### src/rtl/seg7_blink_if.sv
// Purpose : digit-load handshake, blink control and 7-segment outputs of seg7_blink_driver.
// Ports   : master = stimulus side (drives load/blink controls); slave = driver side.
// Latency/backpressure: no logic here; in_ready stalls loads whenever the driver is blinking.
interface seg7_blink_if;
  // Digit load (valid/ready)
  logic       in_valid;
  logic       in_ready;
  logic [3:0] in_data;
  // Blink control
  logic       blink_start;
  logic [3:0] blink_num;
  logic       blink_stop;
  // Display outputs toward the downstream 2:1 mux
  logic [6:0] seg_data;
  logic [6:0] seg_blank;
  logic       sel;
  // Status
  logic       busy;
  logic       done;

  modport master (
    output in_valid, in_data, blink_start, blink_num, blink_stop,
    input  in_ready, seg_data, seg_blank, sel, busy, done
  );

  modport slave (
    input  in_valid, in_data, blink_start, blink_num, blink_stop,
    output in_ready, seg_data, seg_blank, sel, busy, done
  );
endinterface

### src/rtl/seg7_blink_driver.sv
// Purpose : holds one hex digit, decodes it to a 7-segment pattern and blinks it by steering
//           a downstream 2:1 mux between seg_data (sel=0) and the constant seg_blank (sel=1).
// Latency : seg_data follows an accepted digit one cycle later; sel/busy/done are registered.
// Backpressure: in_ready is high only in IDLE, so digit loads stall for the whole blink sequence.
//
// Ports:
//   clk, rst_n : clock (rising edge) and asynchronous active-low reset
//   bus        : seg7_blink_if.slave
//                in_valid/in_ready/in_data     - hex digit load handshake
//                blink_start/blink_num/blink_stop - start N blinks (0 = endless) / abort
//                seg_data/seg_blank/sel        - decoded digit, blank pattern, mux select
//                busy/done                     - blinking in progress / end-of-sequence pulse
module seg7_blink_driver #(
  parameter int unsigned HALF_PERIOD = 25000000, // cycles per ON or OFF half-phase (>= 2)
  parameter int unsigned CNT_W       = 25,       // phase counter width, 2^CNT_W >= HALF_PERIOD
  parameter logic [6:0]  BLANK_PAT   = 7'h00     // pattern shown during the OFF half-phase
) (
  input  logic         clk,
  input  logic         rst_n,
  seg7_blink_if.slave  bus
);

  localparam logic [1:0] ST_IDLE = 2'd0;
  localparam logic [1:0] ST_ON   = 2'd1;
  localparam logic [1:0] ST_OFF  = 2'd2;

  localparam logic [CNT_W-1:0] TERM_CNT = CNT_W'(HALF_PERIOD - 1);

  logic [1:0]       state_q,  state_d;
  logic [CNT_W-1:0] phase_q,  phase_d;
  logic [3:0]       remain_q, remain_d;
  logic [3:0]       digit_q,  digit_d;
  logic [6:0]       seg_q,    seg_d;
  logic             sel_q,    sel_d;
  logic             done_q,   done_d;

  logic load;
  logic phase_end;
  logic stop_req;

  // Active-high segments, bit0 = a ... bit6 = g.
  function automatic logic [6:0] hex_to_seg(input logic [3:0] hex);
    logic [6:0] pat;
    case (hex)
      4'h0:    pat = 7'h3F;
      4'h1:    pat = 7'h06;
      4'h2:    pat = 7'h5B;
      4'h3:    pat = 7'h4F;
      4'h4:    pat = 7'h66;
      4'h5:    pat = 7'h6D;
      4'h6:    pat = 7'h7D;
      4'h7:    pat = 7'h07;
      4'h8:    pat = 7'h7F;
      4'h9:    pat = 7'h6F;
      4'hA:    pat = 7'h77;
      4'hB:    pat = 7'h7C;
      4'hC:    pat = 7'h39;
      4'hD:    pat = 7'h5E;
      4'hE:    pat = 7'h79;
      default: pat = 7'h71;
    endcase
    return pat;
  endfunction

  // in_ready is a pure decode of the state register, so it reads 1 throughout reset too.
  assign bus.in_ready  = (state_q == ST_IDLE);
  assign load          = bus.in_valid && bus.in_ready;
  assign phase_end     = (phase_q == TERM_CNT);
  assign stop_req      = bus.blink_stop;

  assign bus.seg_data  = seg_q;
  assign bus.seg_blank = BLANK_PAT;
  assign bus.sel       = sel_q;
  assign bus.busy      = (state_q != ST_IDLE);
  assign bus.done      = done_q;

  always_comb begin
    state_d  = state_q;
    phase_d  = phase_q;
    remain_d = remain_q;
    done_d   = 1'b0;
    digit_d  = load ? bus.in_data : digit_q;

    case (state_q)
      ST_IDLE: begin
        // A simultaneous stop cancels the start; a lone stop in IDLE does nothing.
        if (bus.blink_start && !stop_req) begin
          remain_d = bus.blink_num;
          phase_d  = '0;
          state_d  = ST_ON;
        end
      end

      ST_ON: begin
        if (stop_req) begin
          state_d  = ST_IDLE;
          phase_d  = '0;
          remain_d = 4'd0;
          done_d   = 1'b1;
        end else if (phase_end) begin
          state_d = ST_OFF;
          phase_d = '0;
        end else begin
          phase_d = phase_q + 1'b1;
        end
      end

      ST_OFF: begin
        if (stop_req) begin
          state_d  = ST_IDLE;
          phase_d  = '0;
          remain_d = 4'd0;
          done_d   = 1'b1;
        end else if (phase_end) begin
          phase_d = '0;
          // remain_q can only be zero here in endless mode: a finite count leaves
          // through IDLE when it reaches zero. Holding it avoids wrapping to 15.
          if (remain_q == 4'd0) begin
            state_d = ST_ON;
          end else begin
            remain_d = remain_q - 4'd1;
            if (remain_q == 4'd1) begin
              state_d = ST_IDLE;
              done_d  = 1'b1;
            end else begin
              state_d = ST_ON;
            end
          end
        end else begin
          phase_d = phase_q + 1'b1;
        end
      end

      default: begin
        state_d  = ST_IDLE;
        phase_d  = '0;
        remain_d = 4'd0;
      end
    endcase

    // sel is registered from the next state so it lines up with state_q exactly.
    sel_d = (state_d == ST_OFF);
    seg_d = hex_to_seg(digit_d);
  end

  always_ff @(posedge clk or negedge rst_n) begin
    if (!rst_n) begin
      state_q  <= ST_IDLE;
      phase_q  <= '0;
      remain_q <= 4'd0;
      digit_q  <= 4'd0;
      seg_q    <= 7'h3F;
      sel_q    <= 1'b0;
      done_q   <= 1'b0;
    end else begin
      state_q  <= state_d;
      phase_q  <= phase_d;
      remain_q <= remain_d;
      digit_q  <= digit_d;
      seg_q    <= seg_d;
      sel_q    <= sel_d;
      done_q   <= done_d;
    end
  end

endmodule

### src/flat_wrapper.sv
// flat-port wrapper written by rule: the top's interface ports become plain ports
module seg7_blink_driver_flat 
#(
  parameter int unsigned HALF_PERIOD = 25000000,                                          
  parameter int unsigned CNT_W       = 25,                                                     
  parameter logic [6:0]  BLANK_PAT   = 7'h00                                               
)
  (clk, rst_n, bus_in_valid, bus_in_data, bus_blink_start, bus_blink_num, bus_blink_stop, bus_in_ready, bus_seg_data, bus_seg_blank, bus_sel, bus_busy, bus_done);
  seg7_blink_if bus_i ();
  input  logic clk;
  input  logic rst_n;
  input wire logic [$bits(bus_i.in_valid)-1:0] bus_in_valid;
  input wire logic [$bits(bus_i.in_data)-1:0] bus_in_data;
  input wire logic [$bits(bus_i.blink_start)-1:0] bus_blink_start;
  input wire logic [$bits(bus_i.blink_num)-1:0] bus_blink_num;
  input wire logic [$bits(bus_i.blink_stop)-1:0] bus_blink_stop;
  output wire logic [$bits(bus_i.in_ready)-1:0] bus_in_ready;
  output wire logic [$bits(bus_i.seg_data)-1:0] bus_seg_data;
  output wire logic [$bits(bus_i.seg_blank)-1:0] bus_seg_blank;
  output wire logic [$bits(bus_i.sel)-1:0] bus_sel;
  output wire logic [$bits(bus_i.busy)-1:0] bus_busy;
  output wire logic [$bits(bus_i.done)-1:0] bus_done;
  assign bus_i.in_valid = bus_in_valid;
  assign bus_i.in_data = bus_in_data;
  assign bus_i.blink_start = bus_blink_start;
  assign bus_i.blink_num = bus_blink_num;
  assign bus_i.blink_stop = bus_blink_stop;
  assign bus_in_ready = bus_i.in_ready;
  assign bus_seg_data = bus_i.seg_data;
  assign bus_seg_blank = bus_i.seg_blank;
  assign bus_sel = bus_i.sel;
  assign bus_busy = bus_i.busy;
  assign bus_done = bus_i.done;
  seg7_blink_driver #(.HALF_PERIOD(HALF_PERIOD), .CNT_W(CNT_W), .BLANK_PAT(BLANK_PAT)) u_core (.clk(clk), .rst_n(rst_n), .bus(bus_i));
endmodule
### config.mk
export PLATFORM = sky130hd
export DESIGN_NAME = seg7_blink_driver_flat
export DESIGN_NICKNAME = d
export VERILOG_FILES = /design/src/rtl/seg7_blink_if.sv /design/src/rtl/seg7_blink_driver.sv /design/src/flat_wrapper.sv
export SDC_FILE = /design/constraint.sdc
export NUM_CORES = 1
export LEC_CHECK = 0
export ABC_AREA = 1
export BUFFER_PORTS_ARGS = -buffer_cell sky130_fd_sc_hd__buf_4
export CORE_MARGIN = 4
export CORE_UTILIZATION = 28
export DETAILED_ROUTE_END_ITERATION = 10
export PLACE_DENSITY = 0.45
export SYNTH_ARGS = -nofsm -noshare
export SYNTH_HDL_FRONTEND = slang
export SYNTH_SLANG_ARGS = --single-unit
### constraint.sdc
create_clock -name clk -period 2.6 [get_ports clk]
set_input_delay 0.52 -clock clk [delete_from_list [all_inputs] [get_ports clk]]
set_output_delay 0.52 -clock clk [all_outputs]
set_load 0.1 [all_outputs]
==> impl_metrics.tcl <==
set metrics [dict create \
    rsz0062_at_grt "false" \
    placement_rows 37 \
    fin_crit_sh_pct 80.06 \
    ctsRootBufferMaster "clkbuf_8" \
    htree_levels 2 \
    die_h_um 111.4 \
    hold_viol_final 0 \
    area_delta_synth_final_pct 13.84 \
    wl_per_cell_um 12.50 \
    synthMuxAreaShare_pct 0 \
    synth_edf_count 0 \
    yosys_register_bits 44 \
    cts_buffer_depth 2 \
    critPathKind "reg -> reg" \
    p_per_area_mw_per_mm2 887.2 \
    num_io_pins 31 \
    overflow 0 \
    placed_cells 566 \
    layout_commonest_cell "nand2_1" \
    seq_area_frac_synth_pct 37.06 \
    clock_latency_ns 0.31 \
    cts_hold_buf 0 \
    die_area_mm2 0.01240 \
    synth-simple-area-share_pct 34.80 \
    port_buffers 23 \
    cts.sinks 44 \
    syn_inst 409 \
    fin_area_mm2 0.003406 \
    grt_start_max_net_pins 45 \
    cts_setup_buffers 0 \
    finalCriticalPeriod_ns 2.081 \
    maxCapViolCount 0 \
    drt-vias-per-instance 4.465 \
    worstPathRequired_ns 2.84 \
    finalNetCount 464 \
    hold_class "in -> async" \
    max_slew_margin_pct 61.01 \
    max_clock_freq_mhz 480.4 \
    synthDistinctLibCells 41 \
    syn_area_per_cell_um2 7.314 \
    drt-total-wl_um 7175 \
    place.gp.congestion 0.8499 \
    grt_pass1_wl_um 12280 \
    mostFrequentLayoutCells "nand2_1, nor2_1, inv_1, dfrtp_1, buf_4" \
    cts_tree "done" \
    slew_viol_final 0 \
    diodes 0 \
    die_w_um 111.4 \
    tightest_slew_ns 0.5849 \
    drt-pass1-iter-count 4 \
    post_dp_cell_area_mm2 0.003294 \
    ir_worst_vdd_v 0.0007577 \
    post-place-ws_ns 0.5159 \
    critPathCaptureType "flop" \
    grtUsageTotal_pct 12.03 \
    synthXorXnorAreaFrac_pct 0.2928 \
    start_util_pct 28.85 \
    instances_no_fill 574 \
    antenna_left 0 \
    grt_antenna_before_repair 0 \
    drt_iter0_drc 116 \
    setup_viol 0 \
    crit_path_max_fanout 8 \
    drive_gt1_share_pct 16.67 \
    synthAdderAreaFrac_pct 5.855 \
    synth_top_family_by_area "simple AND/OR/NAND/NOR gates" \
    clk_pin_slew_ns 0.09 \
    worst_clock_skew_ns 0.005939 \
    start_kind "flop" \
    cts_buffers 5 \
    dp.final_hpwl_um 5493 \
    synth-compound-area-share_pct 10.83 \
    vias 2563 \
    status "finished clean" \
    cts_resized 0 \
    synth.cell_area_mm2 0.002992 \
    route.detailed.drc 0 \
    nFillCells 1153 \
    holdWs_ns 0.2147 \
    yosys_warnings 0 \
    arrival_ns 2.32 \
    setup_tns_ns 0 \
    ys.flop_type "dfrtp_1" \
    p_leak_nw 1.597 \
    async_flop_share_pct 100.0 \
    worst_slack_ns 0.5185 \
    core-area_mm2 0.01037 \
    grt_pass1_vias 2506 \
]
-- cell usage after synthesis, types with 4 or more instances --
cell type | count | area share (%)
dfrtp_1 | 38 | 32
inv_2 | 5 | 0.63
o21ai_0 | 16 | 2.7
nand2_2 | 4 | 0.84
nor2_1 | 59 | 7.4
dfstp_2 | 6 | 5.3
a31oi_1 | 5 | 1.0
a21oi_1 | 14 | 2.3
ha_1 | 14 | 5.9
nand2_1 | 97 | 12
o21ai_1 | 6 | 1.0
nand4_1 | 7 | 1.5
nand3_1 | 23 | 3.8
buf_4 | 8 | 2.0
nor3_1 | 8 | 1.3
nor2_2 | 4 | 0.84
inv_1 | 58 | 7.3
nand2_4 | 6 | 2.3
-- logic make-up after synthesis --
| family | after synthesis |
|---|---|
| xor+xnor | 1 |
| flops | 44 |
| other cells | 1 |
| compound gates | 53 |
| buf+inv | 75 |
| simple gates | 221 |
| fa+ha+maj | 14 |
-- power breakdown --
group / internal (mW) / switching, mW / total, mW
clock: 0.285 / 0.257 / 0.542
combinational: 0.391 / 1.17 / 1.57
sequential: 0.844 / 0.0702 / 0.914
-- layout make-up --
class	count	area (um^2)	area share, %
clock buffers	5	68.82	2.021
multi-input cells	296	1578	46.33
clock inverters	3	42.54	1.249
inverters	64	242.7	7.127
flip-flops and latches	44	1109	32.55
well taps	136	170.2	4.996
repair buffers	26	195.2	5.731
-- per-layer routing --
metal	track usage (%)	share of wire (%)
met4	3.001	1.1
met5	0	0
met2	19.34	46
met3	2.609	3.8
met1	16.52	49
-- metrics by stage --
| stage | total power [mW] | util [%] |
|---|---|---|
| after floorplan | 2.189 | - |
| after global placement | 2.508 | 31.77 |
| after detailed placement | 2.509 | 31.77 |
| after CTS | 3.077 | 32.84 |
| after global routing | 3.247 | 32.84 |
| final | 3.022 | 32.84 |
-- critical path, stage by stage (launching register included) --
cell and delay (ns):
dfrtp_1 0.41, inv_1 0.12, ha_2 0.32, nand2_4 0.12, o21ai_0 0.17, buf_4 0.16, inv_1 0.10, ha_1 0.22
or2_0 0.21, a31oi_1 0.16
-- registers in the layout, indices dropped and copies added, names as in the netlist --
name,count
u_core.bus.sel,1
u_core.remain_q,4
u_core.digit_q,4
u_core.phase_q,25
u_core.bus.done,1
u_core.state_q,2
u_core.bus.seg_data,7
-- worst paths after layout --
| check | cells after the start | endpoint | from | slack [ns] |
|---|---|---|---|---|
| worst max-delay path | 9 | u_core.bus.seg_data[3] | u_core.state_q[1] | 0.52 |
| worst min-delay path | 1 | u_core.phase_q[21] | rst_n | 0.21 |
| worst max register to register | 9 | u_core.bus.seg_data[3] | u_core.state_q[1] | 0.52 |
| worst min register to register | 2 | u_core.phase_q[24] | u_core.phase_q[24] | 0.52 |
| max in group asynchronous | 1 | u_core.remain_q[0] | rst_n | 2.00 |
| min in group clk | 4 | u_core.phase_q[24] | bus_blink_stop | 0.51 |
No activity file was read; power rests on OpenSTA's default activity.
